**config.mk**
```make
export PLATFORM = sky130hd
export DESIGN_NAME = doce_mac_table_cfg_master_flat
export DESIGN_NICKNAME = d
export VERILOG_FILES = /design/src/rtl/doce_mac_table_cfg_master_if.sv /design/src/rtl/doce_mac_table_cfg_master.sv /design/src/flat_wrapper.sv
export SDC_FILE = /design/constraint.sdc
export NUM_CORES = 1
export LEC_CHECK = 0
export ABC_AREA = 1
export BUFFER_PORTS_ARGS = -buffer_cell sky130_fd_sc_hd__buf_2
export CAP_MARGIN = 0
export CORE_ASPECT_RATIO = 0.9
export CORE_MARGIN = 4
export CORE_UTILIZATION = 33
export DETAILED_ROUTE_END_ITERATION = 8
export GPL_TIMING_DRIVEN = 0
export SETUP_SLACK_MARGIN = 0.2
export SLEW_MARGIN = 20
export SYNTH_ARGS = -nofsm -noshare
export SYNTH_HDL_FRONTEND = slang
export SYNTH_SLANG_ARGS = --single-unit
```
**constraint.sdc**
```tcl
create_clock -name clk -period 2.5 [get_ports clk]
set_input_delay 0.375 -clock clk [delete_from_list [all_inputs] [get_ports clk]]
set_output_delay 0.375 -clock clk [all_outputs]
set_load 0.03 [all_outputs]
```
**src/rtl/doce_mac_table_cfg_master_if.sv**
```systemverilog
// Request/status and AXI-Lite bundle between the MAC-table config master and its peers.
interface doce_mac_table_cfg_master_if;
    localparam int unsigned ADDR_W = 32;
    localparam int unsigned DATA_W = 32;

    // Management-side request and status
    logic              cfg_valid;
    logic              cfg_ready;
    logic [3:0]        cfg_node_id;
    logic [47:0]       cfg_mac_addr;
    logic              cfg_verify;
    logic              cfg_done;
    logic              cfg_error;
    logic [1:0]        cfg_err_code;

    // AXI-Lite towards the MAC ID table
    logic [ADDR_W-1:0] m_axi_awaddr;
    logic              m_axi_awvalid;
    logic              m_axi_awready;
    logic [DATA_W-1:0] m_axi_wdata;
    logic [3:0]        m_axi_wstrb;
    logic              m_axi_wvalid;
    logic              m_axi_wready;
    logic [1:0]        m_axi_bresp;
    logic              m_axi_bvalid;
    logic              m_axi_bready;
    logic [ADDR_W-1:0] m_axi_araddr;
    logic              m_axi_arvalid;
    logic              m_axi_arready;
    logic [DATA_W-1:0] m_axi_rdata;
    logic [1:0]        m_axi_rresp;
    logic              m_axi_rvalid;
    logic              m_axi_rready;

    modport master (
        input  cfg_valid, cfg_node_id, cfg_mac_addr, cfg_verify,
        output cfg_ready, cfg_done, cfg_error, cfg_err_code,
        output m_axi_awaddr, m_axi_awvalid, input m_axi_awready,
        output m_axi_wdata, m_axi_wstrb, m_axi_wvalid, input m_axi_wready,
        input  m_axi_bresp, m_axi_bvalid, output m_axi_bready,
        output m_axi_araddr, m_axi_arvalid, input m_axi_arready,
        input  m_axi_rdata, m_axi_rresp, m_axi_rvalid, output m_axi_rready
    );

    modport slave (
        output cfg_valid, cfg_node_id, cfg_mac_addr, cfg_verify,
        input  cfg_ready, cfg_done, cfg_error, cfg_err_code,
        input  m_axi_awaddr, m_axi_awvalid, output m_axi_awready,
        input  m_axi_wdata, m_axi_wstrb, m_axi_wvalid, output m_axi_wready,
        output m_axi_bresp, m_axi_bvalid, input m_axi_bready,
        input  m_axi_araddr, m_axi_arvalid, output m_axi_arready,
        output m_axi_rdata, m_axi_rresp, m_axi_rvalid, input m_axi_rready
    );
endinterface

```
**src/rtl/doce_mac_table_cfg_master.sv**
```systemverilog
// AXI-Lite master that writes one MAC ID table entry (LO then HI word),
// optionally reads both words back, and reports a status code.
module doce_mac_table_cfg_master #(
    parameter logic [31:0] BASE_ADDR      = 32'h0000_0000,
    parameter int unsigned ENTRY_STRIDE   = 8,
    parameter int unsigned TIMEOUT_CYCLES = 1024
) (
    input  logic                              clk,
    input  logic                              aresetn,
    doce_mac_table_cfg_master_if.master       bus
);
    localparam int unsigned CNT_W         = 16;
    localparam logic [CNT_W-1:0] TMO_LAST = CNT_W'(TIMEOUT_CYCLES - 1);
    localparam logic [1:0] CODE_OK        = 2'd0;
    localparam logic [1:0] CODE_RESP      = 2'd1;
    localparam logic [1:0] CODE_MISMATCH  = 2'd2;
    localparam logic [1:0] CODE_TIMEOUT   = 2'd3;

    typedef enum logic [3:0] {
        S_IDLE, S_WR_LO, S_WB_LO, S_WR_HI, S_WB_HI,
        S_RD_LO, S_RR_LO, S_RD_HI, S_RR_HI, S_DONE
    } state_e;

    state_e             state_q, state_d;
    logic [CNT_W-1:0]   cnt_q, cnt_d;
    logic [31:0]        entry_q, entry_d;
    logic [47:0]        mac_q, mac_d;
    logic               verify_q, verify_d;
    logic [31:0]        awaddr_q, awaddr_d;
    logic [31:0]        wdata_q, wdata_d;
    logic [31:0]        araddr_q, araddr_d;
    logic               awvalid_q, awvalid_d;
    logic               wvalid_q, wvalid_d;
    logic               arvalid_q, arvalid_d;
    logic               bready_q, bready_d;
    logic               rready_q, rready_d;
    logic               cfg_ready_q, cfg_ready_d;
    logic               cfg_done_q, cfg_done_d;
    logic               cfg_error_q, cfg_error_d;
    logic [1:0]         code_q, code_d;

    logic               aw_pend, w_pend, tmo;
    logic [31:0]        new_entry, lo_word, hi_word;

    assign new_entry = BASE_ADDR + 32'(bus.cfg_node_id) * 32'(ENTRY_STRIDE);
    assign lo_word   = mac_q[31:0];
    assign hi_word   = {16'h0000, mac_q[47:32]};

    // Next-state, counter and registered-output computation
    always_comb begin
        state_d   = state_q;
        cnt_d     = cnt_q;
        entry_d   = entry_q;
        mac_d     = mac_q;
        verify_d  = verify_q;
        awaddr_d  = awaddr_q;
        wdata_d   = wdata_q;
        araddr_d  = araddr_q;
        awvalid_d = awvalid_q;
        wvalid_d  = wvalid_q;
        arvalid_d = arvalid_q;
        code_d    = code_q;
        tmo       = (cnt_q == TMO_LAST);
        aw_pend   = awvalid_q & ~bus.m_axi_awready;
        w_pend    = wvalid_q & ~bus.m_axi_wready;

        case (state_q)
            S_IDLE: begin
                if (bus.cfg_valid && cfg_ready_q) begin
                    entry_d   = new_entry;
                    mac_d     = bus.cfg_mac_addr;
                    verify_d  = bus.cfg_verify;
                    awaddr_d  = new_entry;
                    wdata_d   = bus.cfg_mac_addr[31:0];
                    awvalid_d = 1'b1;
                    wvalid_d  = 1'b1;
                    code_d    = CODE_OK;
                    state_d   = S_WR_LO;
                end
            end
            S_WR_LO, S_WR_HI: begin
                awvalid_d = aw_pend;
                wvalid_d  = w_pend;
                if (!aw_pend && !w_pend) begin
                    state_d = (state_q == S_WR_LO) ? S_WB_LO : S_WB_HI;
                end else if (tmo) begin
                    awvalid_d = 1'b0;
                    wvalid_d  = 1'b0;
                    code_d    = CODE_TIMEOUT;
                    state_d   = S_DONE;
                end
            end
            S_WB_LO, S_WB_HI: begin
                if (bus.m_axi_bvalid) begin
                    if (bus.m_axi_bresp != 2'b00) begin
                        code_d  = CODE_RESP;
                        state_d = S_DONE;
                    end else if (state_q == S_WB_LO) begin
                        awaddr_d  = entry_q + 32'd4;
                        wdata_d   = hi_word;
                        awvalid_d = 1'b1;
                        wvalid_d  = 1'b1;
                        state_d   = S_WR_HI;
                    end else if (verify_q) begin
                        araddr_d  = entry_q;
                        arvalid_d = 1'b1;
                        state_d   = S_RD_LO;
                    end else begin
                        code_d  = CODE_OK;
                        state_d = S_DONE;
                    end
                end else if (tmo) begin
                    code_d  = CODE_TIMEOUT;
                    state_d = S_DONE;
                end
            end
            S_RD_LO, S_RD_HI: begin
                if (bus.m_axi_arready) begin
                    arvalid_d = 1'b0;
                    state_d   = (state_q == S_RD_LO) ? S_RR_LO : S_RR_HI;
                end else if (tmo) begin
                    arvalid_d = 1'b0;
                    code_d    = CODE_TIMEOUT;
                    state_d   = S_DONE;
                end
            end
            S_RR_LO, S_RR_HI: begin
                if (bus.m_axi_rvalid) begin
                    if (bus.m_axi_rresp != 2'b00) begin
                        code_d  = CODE_RESP;
                        state_d = S_DONE;
                    end else if (bus.m_axi_rdata != ((state_q == S_RR_LO) ? lo_word : hi_word)) begin
                        code_d  = CODE_MISMATCH;
                        state_d = S_DONE;
                    end else if (state_q == S_RR_LO) begin
                        araddr_d  = entry_q + 32'd4;
                        arvalid_d = 1'b1;
                        state_d   = S_RD_HI;
                    end else begin
                        code_d  = CODE_OK;
                        state_d = S_DONE;
                    end
                end else if (tmo) begin
                    code_d  = CODE_TIMEOUT;
                    state_d = S_DONE;
                end
            end
            S_DONE:  state_d = S_IDLE;
            default: state_d = S_IDLE;
        endcase

        // Wait counter restarts on every state change, idles in IDLE/DONE
        if (state_d != state_q) begin
            cnt_d = '0;
        end else if (state_q != S_IDLE && state_q != S_DONE) begin
            cnt_d = cnt_q + CNT_W'(1);
        end

        cfg_ready_d = (state_d == S_IDLE);
        cfg_done_d  = (state_d == S_DONE);
        bready_d    = (state_d == S_WB_LO) || (state_d == S_WB_HI);
        rready_d    = (state_d == S_RR_LO) || (state_d == S_RR_HI);
        cfg_error_d = (code_d != CODE_OK);
    end

    // State and output registers, cleared asynchronously
    always_ff @(posedge clk or negedge aresetn) begin
        if (!aresetn) begin
            state_q     <= S_IDLE;
            cnt_q       <= '0;
            entry_q     <= '0;
            mac_q       <= '0;
            verify_q    <= 1'b0;
            awaddr_q    <= '0;
            wdata_q     <= '0;
            araddr_q    <= '0;
            awvalid_q   <= 1'b0;
            wvalid_q    <= 1'b0;
            arvalid_q   <= 1'b0;
            bready_q    <= 1'b0;
            rready_q    <= 1'b0;
            cfg_ready_q <= 1'b0;
            cfg_done_q  <= 1'b0;
            cfg_error_q <= 1'b0;
            code_q      <= CODE_OK;
        end else begin
            state_q     <= state_d;
            cnt_q       <= cnt_d;
            entry_q     <= entry_d;
            mac_q       <= mac_d;
            verify_q    <= verify_d;
            awaddr_q    <= awaddr_d;
            wdata_q     <= wdata_d;
            araddr_q    <= araddr_d;
            awvalid_q   <= awvalid_d;
            wvalid_q    <= wvalid_d;
            arvalid_q   <= arvalid_d;
            bready_q    <= bready_d;
            rready_q    <= rready_d;
            cfg_ready_q <= cfg_ready_d;
            cfg_done_q  <= cfg_done_d;
            cfg_error_q <= cfg_error_d;
            code_q      <= code_d;
        end
    end

    assign bus.cfg_ready     = cfg_ready_q;
    assign bus.cfg_done      = cfg_done_q;
    assign bus.cfg_error     = cfg_error_q;
    assign bus.cfg_err_code  = code_q;
    assign bus.m_axi_awaddr  = awaddr_q;
    assign bus.m_axi_awvalid = awvalid_q;
    assign bus.m_axi_wdata   = wdata_q;
    assign bus.m_axi_wstrb   = 4'hF;
    assign bus.m_axi_wvalid  = wvalid_q;
    assign bus.m_axi_bready  = bready_q;
    assign bus.m_axi_araddr  = araddr_q;
    assign bus.m_axi_arvalid = arvalid_q;
    assign bus.m_axi_rready  = rready_q;
endmodule

```
**src/flat_wrapper.sv**
```systemverilog
// flat-port wrapper written by rule: the top's interface ports become plain ports
module doce_mac_table_cfg_master_flat 
#(
    parameter logic [31:0] BASE_ADDR      = 32'h0000_0000,
    parameter int unsigned ENTRY_STRIDE   = 8,
    parameter int unsigned TIMEOUT_CYCLES = 1024
)
  (clk, aresetn, bus_cfg_valid, bus_cfg_node_id, bus_cfg_mac_addr, bus_cfg_verify, bus_cfg_ready, bus_cfg_done, bus_cfg_error, bus_cfg_err_code, bus_m_axi_awaddr, bus_m_axi_awvalid, bus_m_axi_awready, bus_m_axi_wdata, bus_m_axi_wstrb, bus_m_axi_wvalid, bus_m_axi_wready, bus_m_axi_bresp, bus_m_axi_bvalid, bus_m_axi_bready, bus_m_axi_araddr, bus_m_axi_arvalid, bus_m_axi_arready, bus_m_axi_rdata, bus_m_axi_rresp, bus_m_axi_rvalid, bus_m_axi_rready);
  doce_mac_table_cfg_master_if bus_i ();
  input  logic clk;
  input  logic aresetn;
  input wire logic [$bits(bus_i.cfg_valid)-1:0] bus_cfg_valid;
  input wire logic [$bits(bus_i.cfg_node_id)-1:0] bus_cfg_node_id;
  input wire logic [$bits(bus_i.cfg_mac_addr)-1:0] bus_cfg_mac_addr;
  input wire logic [$bits(bus_i.cfg_verify)-1:0] bus_cfg_verify;
  output wire logic [$bits(bus_i.cfg_ready)-1:0] bus_cfg_ready;
  output wire logic [$bits(bus_i.cfg_done)-1:0] bus_cfg_done;
  output wire logic [$bits(bus_i.cfg_error)-1:0] bus_cfg_error;
  output wire logic [$bits(bus_i.cfg_err_code)-1:0] bus_cfg_err_code;
  output wire logic [$bits(bus_i.m_axi_awaddr)-1:0] bus_m_axi_awaddr;
  output wire logic [$bits(bus_i.m_axi_awvalid)-1:0] bus_m_axi_awvalid;
  input wire logic [$bits(bus_i.m_axi_awready)-1:0] bus_m_axi_awready;
  output wire logic [$bits(bus_i.m_axi_wdata)-1:0] bus_m_axi_wdata;
  output wire logic [$bits(bus_i.m_axi_wstrb)-1:0] bus_m_axi_wstrb;
  output wire logic [$bits(bus_i.m_axi_wvalid)-1:0] bus_m_axi_wvalid;
  input wire logic [$bits(bus_i.m_axi_wready)-1:0] bus_m_axi_wready;
  input wire logic [$bits(bus_i.m_axi_bresp)-1:0] bus_m_axi_bresp;
  input wire logic [$bits(bus_i.m_axi_bvalid)-1:0] bus_m_axi_bvalid;
  output wire logic [$bits(bus_i.m_axi_bready)-1:0] bus_m_axi_bready;
  output wire logic [$bits(bus_i.m_axi_araddr)-1:0] bus_m_axi_araddr;
  output wire logic [$bits(bus_i.m_axi_arvalid)-1:0] bus_m_axi_arvalid;
  input wire logic [$bits(bus_i.m_axi_arready)-1:0] bus_m_axi_arready;
  input wire logic [$bits(bus_i.m_axi_rdata)-1:0] bus_m_axi_rdata;
  input wire logic [$bits(bus_i.m_axi_rresp)-1:0] bus_m_axi_rresp;
  input wire logic [$bits(bus_i.m_axi_rvalid)-1:0] bus_m_axi_rvalid;
  output wire logic [$bits(bus_i.m_axi_rready)-1:0] bus_m_axi_rready;
  assign bus_i.cfg_valid = bus_cfg_valid;
  assign bus_i.cfg_node_id = bus_cfg_node_id;
  assign bus_i.cfg_mac_addr = bus_cfg_mac_addr;
  assign bus_i.cfg_verify = bus_cfg_verify;
  assign bus_cfg_ready = bus_i.cfg_ready;
  assign bus_cfg_done = bus_i.cfg_done;
  assign bus_cfg_error = bus_i.cfg_error;
  assign bus_cfg_err_code = bus_i.cfg_err_code;
  assign bus_m_axi_awaddr = bus_i.m_axi_awaddr;
  assign bus_m_axi_awvalid = bus_i.m_axi_awvalid;
  assign bus_i.m_axi_awready = bus_m_axi_awready;
  assign bus_m_axi_wdata = bus_i.m_axi_wdata;
  assign bus_m_axi_wstrb = bus_i.m_axi_wstrb;
  assign bus_m_axi_wvalid = bus_i.m_axi_wvalid;
  assign bus_i.m_axi_wready = bus_m_axi_wready;
  assign bus_i.m_axi_bresp = bus_m_axi_bresp;
  assign bus_i.m_axi_bvalid = bus_m_axi_bvalid;
  assign bus_m_axi_bready = bus_i.m_axi_bready;
  assign bus_m_axi_araddr = bus_i.m_axi_araddr;
  assign bus_m_axi_arvalid = bus_i.m_axi_arvalid;
  assign bus_i.m_axi_arready = bus_m_axi_arready;
  assign bus_i.m_axi_rdata = bus_m_axi_rdata;
  assign bus_i.m_axi_rresp = bus_m_axi_rresp;
  assign bus_i.m_axi_rvalid = bus_m_axi_rvalid;
  assign bus_m_axi_rready = bus_i.m_axi_rready;
  doce_mac_table_cfg_master #(.BASE_ADDR(BASE_ADDR), .ENTRY_STRIDE(ENTRY_STRIDE), .TIMEOUT_CYCLES(TIMEOUT_CYCLES)) u_core (.clk(clk), .aresetn(aresetn), .bus(bus_i));
endmodule
```
Word-level counts from Yosys, hierarchy flattened:

Index checks and enable logic that the tools add are counted.

* flip-flop bits (word level): 179
* input port bits: 97
* output and inout bits: 110
* logic and storage cells: 149

* $add $sub $neg: 2
* equality and inequality tests: 28
* mux-type cells: 71
* bitwise gates (word level): 4
* reduce and logical (&&, ||, !) cells: 27

Operators by type and width (count)
* $mux 32: 17
* $pmux 32 s2: 3
* $mux 4: 13
* $mux 16: 2
* $ne 32x32->1: 1
* $eq 4x3->1 const B: 6
* $mux 2: 12
* $pmux 4 s5: 1
* $mux 1: 18
* $add 16x1->16 const B: 1
* $eq 16x10->1 const B: 1
* $eq 4x2->1 const B: 3
* $eq 4x4->1 const B: 3
* $ne 2x2->1 const B: 6
* $reduce_bool 2->1: 6
* $pmux 2 s5: 1
* $reduce_and 10->1: 1
* $reduce_and 5->1: 2
* $pmux 1 s3: 3
* $reduce_and 9->1: 1
* $add 7x3->8 const B: 1
* $logic_not 4->1: 2
* $ne 2x1->1 const B: 4
* $reduce_or 2->1: 4
* 13 further kinds: 20

Logic depth before layout (Yosys ltp):

Gate-level depths: netlist of the first run.

* depth after elaboration: 9
* gate-level depth with buffers: 20
* gate-level depth less buffers: 18

Worst setup path before layout of the first run:

No wires, ideal clock.

* path kind: register to register
* from: register u_core.state_q[3]
* to: register u_core.cnt_q[13]
* library setup time: 0.071 ns
* arrival: 2.215 ns
* data required time: 2.429 ns
* slack: 0.214 ns
* cell stages (with the launch flop): 20
* path buffers: 2
* period minus slack after synthesis: 2.286 ns
* cell sequence: dfrtp_1 > inv_2 > nand2_1 > nor2_2 > buf_2 > nand2_1 > nand2_1 > nand2_1 > nor2_1 > nand2_1 > nor2_1 > nand2_1 > nor2_4 > nand3_1 > nand2_1 > nand3_1 > nand2_2 > nand2_4 > buf_6 > nor2_1

* longest elaborated chain between the ends: 9
* elaborated cells between the ends (all ways): 35
* classes of those cells: eq/ne (11); mux (16); reduce/logical (8)

Ends and longest elaborated chain
* start, declared: line doce_mac_table_cfg_master.sv:24 `state_e state_q, state_d;`
* start signal, assigned: line doce_mac_table_cfg_master.sv:187 `state_q <= state_d;`
* $eq 4x3->1: line doce_mac_table_cfg_master.sv:67, doce_mac_table_cfg_master.sv:132, doce_mac_table_cfg_master.sv:135
* $mux 32: line doce_mac_table_cfg_master.sv:132 `end else if (bus.m_axi_rdata != ((state_q == S_RR_LO) ? lo_word : hi_word)) begin`
* $ne 32x32->1: line doce_mac_table_cfg_master.sv:132
* $mux 4: line doce_mac_table_cfg_master.sv:132
* $mux 4: line doce_mac_table_cfg_master.sv:129 `if (bus.m_axi_rresp != 2'b00) begin`
* $mux 4: line doce_mac_table_cfg_master.sv:128 `if (bus.m_axi_rvalid) begin`
* $pmux 4 s5: line doce_mac_table_cfg_master.sv:67 `case (state_q)`
* $ne 4x4->1: line doce_mac_table_cfg_master.sv:153 `if (state_d != state_q) begin`
* $mux 16 / $reduce_bool 2->1 (equally long branches)
* end signal, assigned: line doce_mac_table_cfg_master.sv:188 `cnt_q <= cnt_d;`
* end, declared: line doce_mac_table_cfg_master.sv:25 `logic [CNT_W-1:0] cnt_q, cnt_d;`

Several ways; a longest one is shown, not always the timed one.
A chain may end at the register's enable or synchronous reset.

Final worst setup path of the first run:

* from: register u_core.state_q[1]
* to: register u_core.cnt_q[10]

The elaborated chain is that of the path after synthesis.

==> results of run 1 <==
==> cell usage in the layout, fill, tap and decap left out, types with 3 or more instances in the layout <==
master,instances
nand3_1,39
clkbuf_4,6
buf_6,6
nor2_2,12
nand2_2,9
nor2_4,13
or2_2,3
buf_8,4
nor3_1,10
o21ai_0,57
nand4_1,9
xnor2_1,4
nor2_1,65
dfrtp_1,123
buf_2,150
inv_1,84
xor2_1,10
clkinv_2,5
inv_2,4
o21ai_1,11
nand2_1,303
clkbuf_2,11
a21oi_1,11
nand2_4,8
buf_4,81
conb_1,58
clkbuf_16,19
a31oi_1,21
nand3b_1,24
clkinvlp_4,3
==> how the worst max path moves through the flow <==
stage,startpoint,endpoint
detailed placement,u_core.state_q[0],u_core.bus.m_axi_araddr[2]
finish,u_core.state_q[1],u_core.cnt_q[10]
global placement,u_core.state_q[0],u_core.bus.m_axi_araddr[2]
floorplan,u_core.state_q[3],u_core.cnt_q[13]
CTS,u_core.state_q[3],u_core.cnt_q[14]
global route,u_core.state_q[1],u_core.cnt_q[15]
==> sequential cells by signal, summed over array words and instances (netlist names) <==
| name | count |
|---|---|
| u_core.bus.m_axi_wvalid | 1 |
| u_core.bus.m_axi_araddr | 5 |
| u_core.bus.m_axi_arvalid | 1 |
| u_core.cnt_q | 16 |
| u_core.bus.m_axi_awvalid | 1 |
| u_core.bus.m_axi_rready | 1 |
| u_core.mac_q | 48 |
| u_core.bus.m_axi_bready | 1 |
| u_core.verify_q | 1 |
| u_core.bus.cfg_error | 1 |
| u_core.bus.cfg_ready | 1 |
| u_core.state_q | 4 |
| u_core.entry_q | 4 |
| u_core.bus.m_axi_wdata | 32 |
| u_core.bus.cfg_done | 1 |
| u_core.bus.cfg_err_code | 2 |
| u_core.bus.m_axi_awaddr | 5 |
==> cell type report <==
class | count | share of cell area
multi-input cells | 688 | 0.351
flip-flops and latches | 125 | 0.330
repair buffers | 179 | 0.114
plain buffers | 88 | 0.0702
clock buffers | 18 | 0.0463
well taps | 286 | 0.0377
inverters | 89 | 0.0355
clock inverters | 14 | 0.0150
==> power by group <==
part           total, mW  switching (mW)  internal, mW
Sequential          3.37           0.483          2.89
Clock               2.46           0.973          1.49
Combinational       5.83            3.84          1.99
Total               11.7            5.29          6.37
==> worst max-delay path, stage by stage (launching register included) <==
cell,delay [ns]
dfrtp_1,0.39
inv_1,0.19
nor2_4,0.07
nand2_4,0.13
buf_8,0.15
nand2_4,0.06
buf_4,0.12
nand3b_1,0.07
nand2_1,0.07
nor2_1,0.12
nand2_1,0.08
nor2_2,0.14
nand2_2,0.10
nor2_4,0.11
nand3_1,0.09
nand2_2,0.12
nand3_1,0.11
nand2_2,0.11
nand2_4,0.09
clkbuf_16,0.18
nor2_2,0.07
==> repair_timing <==
item                                    in CTS  in global routing
cloned                                       1                  2
gates resized for setup                     59                 64
endpoints found under the setup margin     120                118
endpoints found under the hold margin       39                  0
hold buffers                                 1                  0
pin swaps                                    4                 19
setup buffers                               14                 12
==> layer usage <==
layer | global-route usage | vias to the layer above | wire length, um
li1 | - | 3356 | -
met1 | 0.247 | 3090 | 9930
met2 | 0.287 | 188 | 9740
met3 | 0.0538 | 34 | 1480
met4 | 0.0563 | 6 | 382
met5 | 0 | - | 34
==> logic make-up (layout without fill, tap and decap cells) <==
logic type                 after synthesis  in the layout  synth area share
DFF                                    125            125             0.451
xor gates and xnor gates                14             14            0.0177
other                                    2             58           0.00108
muxes                                    1              1           0.00144
adders and majority gates                1              1           0.00180
AOI/OAI and AO/OA                      116            116            0.0934
buffers and inverters                  177            388             0.130
and+or+nand+nor                        498            498             0.304
==> through the flow <==
stage	setup WS, ns	util	std cells
2_1_floorplan	0.214	-	990
4_1_cts	-0.0912	0.442	1473
3_5_place_dp	-0.887	0.400	1425
3_3_place_gp	-0.870	0.398	1424
5_1_grt	-0.291	0.458	1487
6_report	-0.122	0.458	1487
==> metrics.md, run 1 <==
| Metric | Value |
|---|---|
| Post-synthesis sequential area ratio | 0.451 |
| Final Cell Area | 9480 um^2 |
| Critical Path AT | 2.98 ns |
| # IOs | 207 |
| Full die area | 23400 um^2 |
| Unique masters post-synth | 39 |
| Max Root-Sink Buffers | 2 |
| Placed Area | 8290 um^2 |
| Antenna-violating nets left | 0 |
| Unrepaired setup endpoints after global routing | true |
| Tmin final | 2.62 ns |
| Total core area | 20700 um^2 |
| CP Capture Type | flip-flop |
| Synth top area cells | dfrtp_1 (45%), nand2_1 (17%), buf_4 (6.5%) |
| Clock root buffer | clkbuf_16 |
| Total power | 11.7 mW |
| Vias in the first global route | 6417 |
| TritonCTS clock tree | yes |
| Total gr overflow | 0 |
| Initial antenna violation count | 3 |
| Hold Fails Final Rpt | 0 |
| Clock-pin slew on the worst setup and hold paths | 0.06 ns |
| Global-route usage over all layers | 0.183 |
| Final HPWL DP | 15.7 mm |
| Clk sinks | 125 |
| Max Cap Violations | 0 |
| Worst reg2reg setup slack | -0.12 ns |
| Final Setup Violations | 22 |
| Drt pass-1 iters | 4 |
| First-pass GRT wire length | 34.1 mm |
| Die Span Y | 146 um |
| Final WL | 21.6 mm |
| Hold/Removal Path Class | in2reg |
| Leakage | 5.01 nW |
| R2R Path Start | u_core.state_q[1] |
| Fillers | 2128 |
| Outcome | finished with violations |
| DR WL/cell | 14.5 um |
| Largest net degree at the start of global routing | 87 |
| Worst EP required | 2.85 ns |
| Failing checks | negative setup slack |
| #FFs+latches synth | 125 |
| Clk Latency, worst-skew pair | 0.42 ns |
| Final period util | 1.05 |
| Top FF cell, synth | dfrtp_1 |
| Ys Warns | 0 |
| Nets@finish | 1286 |
| Port-buffer cells | 148 |
| Hold WS | 0.159 ns |
| H-tree levels | 4 |
| Max Slew Vio Count | 0 |
| Most frequent cell after synthesis | nand2_1 |
| Footprint of the multi-input gates | 3330 um^2 |
| Worst Hold Path EP | u_core.mac_q[35] |
| GPL Wtd Cong | 0.906 |
| Worst Skew | 0.00912 ns |
| Critical path class | reg2reg |
| Reg2reg end | u_core.cnt_q[10] |
| Power Density | 1230 nW/um^2 |
| Share of cells above drive strength 1 | 0.297 |
| Final worst slack | -0.122 ns |
| Netlist Area Pre-Place | 6940 um^2 |
| Rel. slew slack | 0.546 |
| Area grow syn2layout | 36.7% |
| Via-to-Cell Ratio | 4.49 |
| Initial drt markers | 362 |
| TritonCTS Buffers | 17 |
| Synth cell count leaders | nand2_1 (317), dfrtp_1 (125), inv_1 (87) |
| Vias | 6674 |
| CP Launch Type | flip-flop |
| Async SR Flop Fraction | 1.00 |
| Min-delay src | bus_cfg_mac_addr[35] |
| Width of the chip | 161 um |
| Cells after synthesis | 934 |
| Maximum clock rate | 381 MHz |
| Initial core utilization | 0.335 |
| DRC | 0 |
| Worst Hold Depth | 3 |
| Post-synthesis area per instance | 7.43 um^2 |
| Max FO, Critical Path | 7 |
| Diodes inserted | 0 |
| Peak VDD IR | 0.000551 V |
| Reg area | 3130 um^2 |
| # rows | 50 |
| R2r worst-path depth | 20 |
| Number of flops mapped to enable cells by yosys | 0 |
| Worst-Margin Slew | 0.682 ns |
| Setup_tns | -1.65 ns |
| Post-synth top area cell | dfrtp_1 |
| Share of the synthesized area in the top cell type | 0.451 |
(Power assumes the default switching activity.)
==> run 2: changes to the inputs <==
- CORE_UTILIZATION: 33 -> 35
==> run 2 against run 1 <==
Against the previous run:
- the flow still finishes with violations (negative setup slack)
- power grew 5.7%
- global-route usage grew 1.0 points
- combinational power rose by 4.3%
- sequential power about the same
- flip-flop and latch count unchanged
- critical path type unchanged
- critical endpoint is now u_core.cnt_q[15]
- largest power group unchanged
==> metrics.md, run 2 (same netlist as run 1, synthesis figures left out) <==
| Metric | Value |
|---|---|
| Full die area | 22100 um^2 (-5.4%) |
| Met2 Use GR | 0.303 (+0.0157) |
| Worst-Margin Slew | 0.664 ns (-0.0173 ns) |
| Nets@finish | 1301 (+1.2%) |
| Initial core utilization | 0.359 (+0.0237) |
| Critical Path AT | 2.94 ns (-0.04 ns) |
| Final worst slack | -0.125 ns (-0.00224 ns) |
| Width of the chip | 156 um (-2.8%) |
| First-pass GRT wire length | 33.4 mm (-1.9%) |
| Final Setup Violations | 17 (-23%) |
| Total core area | 19300 um^2 (-6.6%) |
| Worst Skew | 0.00840 ns (-0.000727 ns) |
| Post-route non-filler standard cell count | 1466 (-1.4%) |
| # rows | 48 (-4.0%) |
| CP Capture Type | flip-flop |
| Initial antenna violation count | 3 (unchanged) |
| Initial drt markers | 412 (+14%) |
| Outcome | finished with violations |
| H-tree levels | 4 (unchanged) |
| Final HPWL DP | 15.4 mm (-1.9%) |
| Max FO, Critical Path | 5 (-2) |
| Power Density | 1260 nW/um^2 (+2.2%) |
| Unrepaired setup endpoints after global routing | true |
| DRC | 0 (unchanged) |
| Total gr overflow | 0 (unchanged) |
| Largest register FFs | 48 (unchanged) |
| Max Root-Sink Buffers | 2 (unchanged) |
| Clock-pin slew on the worst setup and hold paths | 0.06 ns (about the same) |
| Critical path class | reg2reg |
| # IOs | 207 (unchanged) |
| Via-to-Cell Ratio | 4.64 (+3.3%) |
| Clk sinks | 125 (unchanged) |
| Die Span Y | 142 um (-2.7%) |
| Most common cell after layout, fill and taps aside | nand2_1 |
| Final WL | 21.8 mm (+0.97%) |
| Peak VDD IR | 0.000510 V (-7.5%) |
| Area grow syn2layout | 41.3% |
| Final period util | 1.05 (about the same) |
| Hold/Removal Path Class | in2reg |
| Largest Register | u_core.mac_q |
| Antenna-violating nets left | 0 (unchanged) |
| Clock root buffer | clkbuf_16 |
| Final Cell Area | 9800 um^2 (+3.4%) |
| Max Cap Violations | 0 (unchanged) |
| Largest net degree at the start of global routing | 80 (-8.0%) |
| Global-route usage over all layers | 0.193 (+0.0101) |
| TritonCTS Buffers | 17 (unchanged) |
| Tmin final | 2.62 ns (+0.00224 ns) |
| Diodes inserted | 0 (unchanged) |
| Placed Area | 8240 um^2 (-0.60%) |
| Hold Fails Final Rpt | 0 (unchanged) |
| Commonest cells after routing, fill and taps aside | nand2_1 (292), buf_2 (149), dfrtp_1 (123) |
| TritonCTS clock tree | yes |
| Pre-CTS setup slack | -0.845 ns (+0.0423 ns) |
| Failing checks | negative setup slack |
| Vias | 6799 (+1.9%) |
| Clk Latency, worst-skew pair | 0.42 ns (about the same) |
| Rel. slew slack | 0.557 (+0.0116) |
| DR WL/cell | 14.8 um (+2.4%) |
| Total power | 12.3 mW (+5.7%) |
| Cells after DPL | 1389 (-2.5%) |
| Worst EP required | 2.81 ns (-0.04 ns) |
| Port-buffer cells | 148 (unchanged) |
| Setup_tns | -0.793 ns (+0.854 ns) |
| Leakage | 5.16 nW (+3.0%) |
| Global routing's busiest layer | met2 |
| Vias in the first global route | 6455 (+0.59%) |
| Share of cells above drive strength 1 | 0.323 (+0.0259) |
| GPL Wtd Cong | 0.927 (+2.3%) |
| Max Slew Vio Count | 0 (unchanged) |
| Drt pass-1 iters | 7 (+3) |
| GR Util met3 | 0.0555 (+0.00170) |
| Maximum clock rate | 381 MHz (about the same) |
| Met1 Track Usage GR | 0.264 (+0.0173) |
| CP Launch Type | flip-flop |
run 2: layout make-up:
type,count,area (um^2)
Buffer,87,649
Clock inverter,9,179
Tap cell,250,313
Multi-Input combinational cell,688,3420
Sequential cell,125,3130
Timing Repair Buffer,195,1260
Clock buffer,23,508
Fill cell,1913,9540
Inverter,89,337
run 2: power by group:
part / total [mW] / internal (mW) / switching (mW) / leakage (nW)
clock network: 2.87 / 1.93 / 0.935 / 0.332
logic: 6.08 / 2.14 / 3.94 / 3.26
registers: 3.38 / 2.89 / 0.489 / 1.56
run 2: worst max-delay path, stage by stage, from the launching register on:
cell     delay [ns]
dfrtp_1        0.40
inv_2          0.09
buf_4          0.14
nand2_2        0.13
nor3_1         0.08
inv_1          0.14
nand2_1        0.13
or2_2          0.31
or2_2          0.33
nor2_4         0.11
nand2_1        0.10
nor2_2         0.13
nand4_1        0.11
xor2_1         0.15
inv_1          0.09
nor2_4         0.04
run 2: metal layers:
metal | vias up | part of all wire | wire, um
met1 | 3142 | 0.45 | 9760
met2 | 233 | 0.46 | 9950
li1 | 3384 | - | -
met3 | 34 | 0.079 | 1730
met4 | 6 | 0.014 | 305
met5 | - | 0.0012 | 27
run 2: metrics by stage:
step / utilization / hold slack, ns
floorplan: - / 0.0794
global placement: 0.424 / 0.446
detailed placement: 0.426 / 0.296
CTS: 0.492 / 0.149
global route: 0.507 / 0.162
finish: 0.507 / 0.164
run 2: timing repair:
item                                    CTS  global route
hold buffers                              1             0
endpoints found under the setup margin  118           105
resized for setup                       101            61
hold endpoints to repair                 46             0
pin swaps                                20            29
setup buffers                            27            14
cloned                                    4             0
run 2: final timing paths:
path | to | slack, ns | start | cells past startpoint
setup reg to reg | u_core.cnt_q[15] | -0.12 | u_core.state_q[0] | 15
setup / recovery | u_core.cnt_q[15] | -0.12 | u_core.state_q[0] | 15
hold / removal | u_core.mac_q[47] | 0.16 | bus_cfg_mac_addr[47] | 3
hold reg to reg | u_core.bus.m_axi_wdata[24] | 0.46 | u_core.bus.m_axi_wdata[24] | 2
min in group asynchronous | u_core.cnt_q[12] | 0.45 | aresetn | 2
max in group asynchronous | u_core.state_q[2] | 1.33 | aresetn | 3
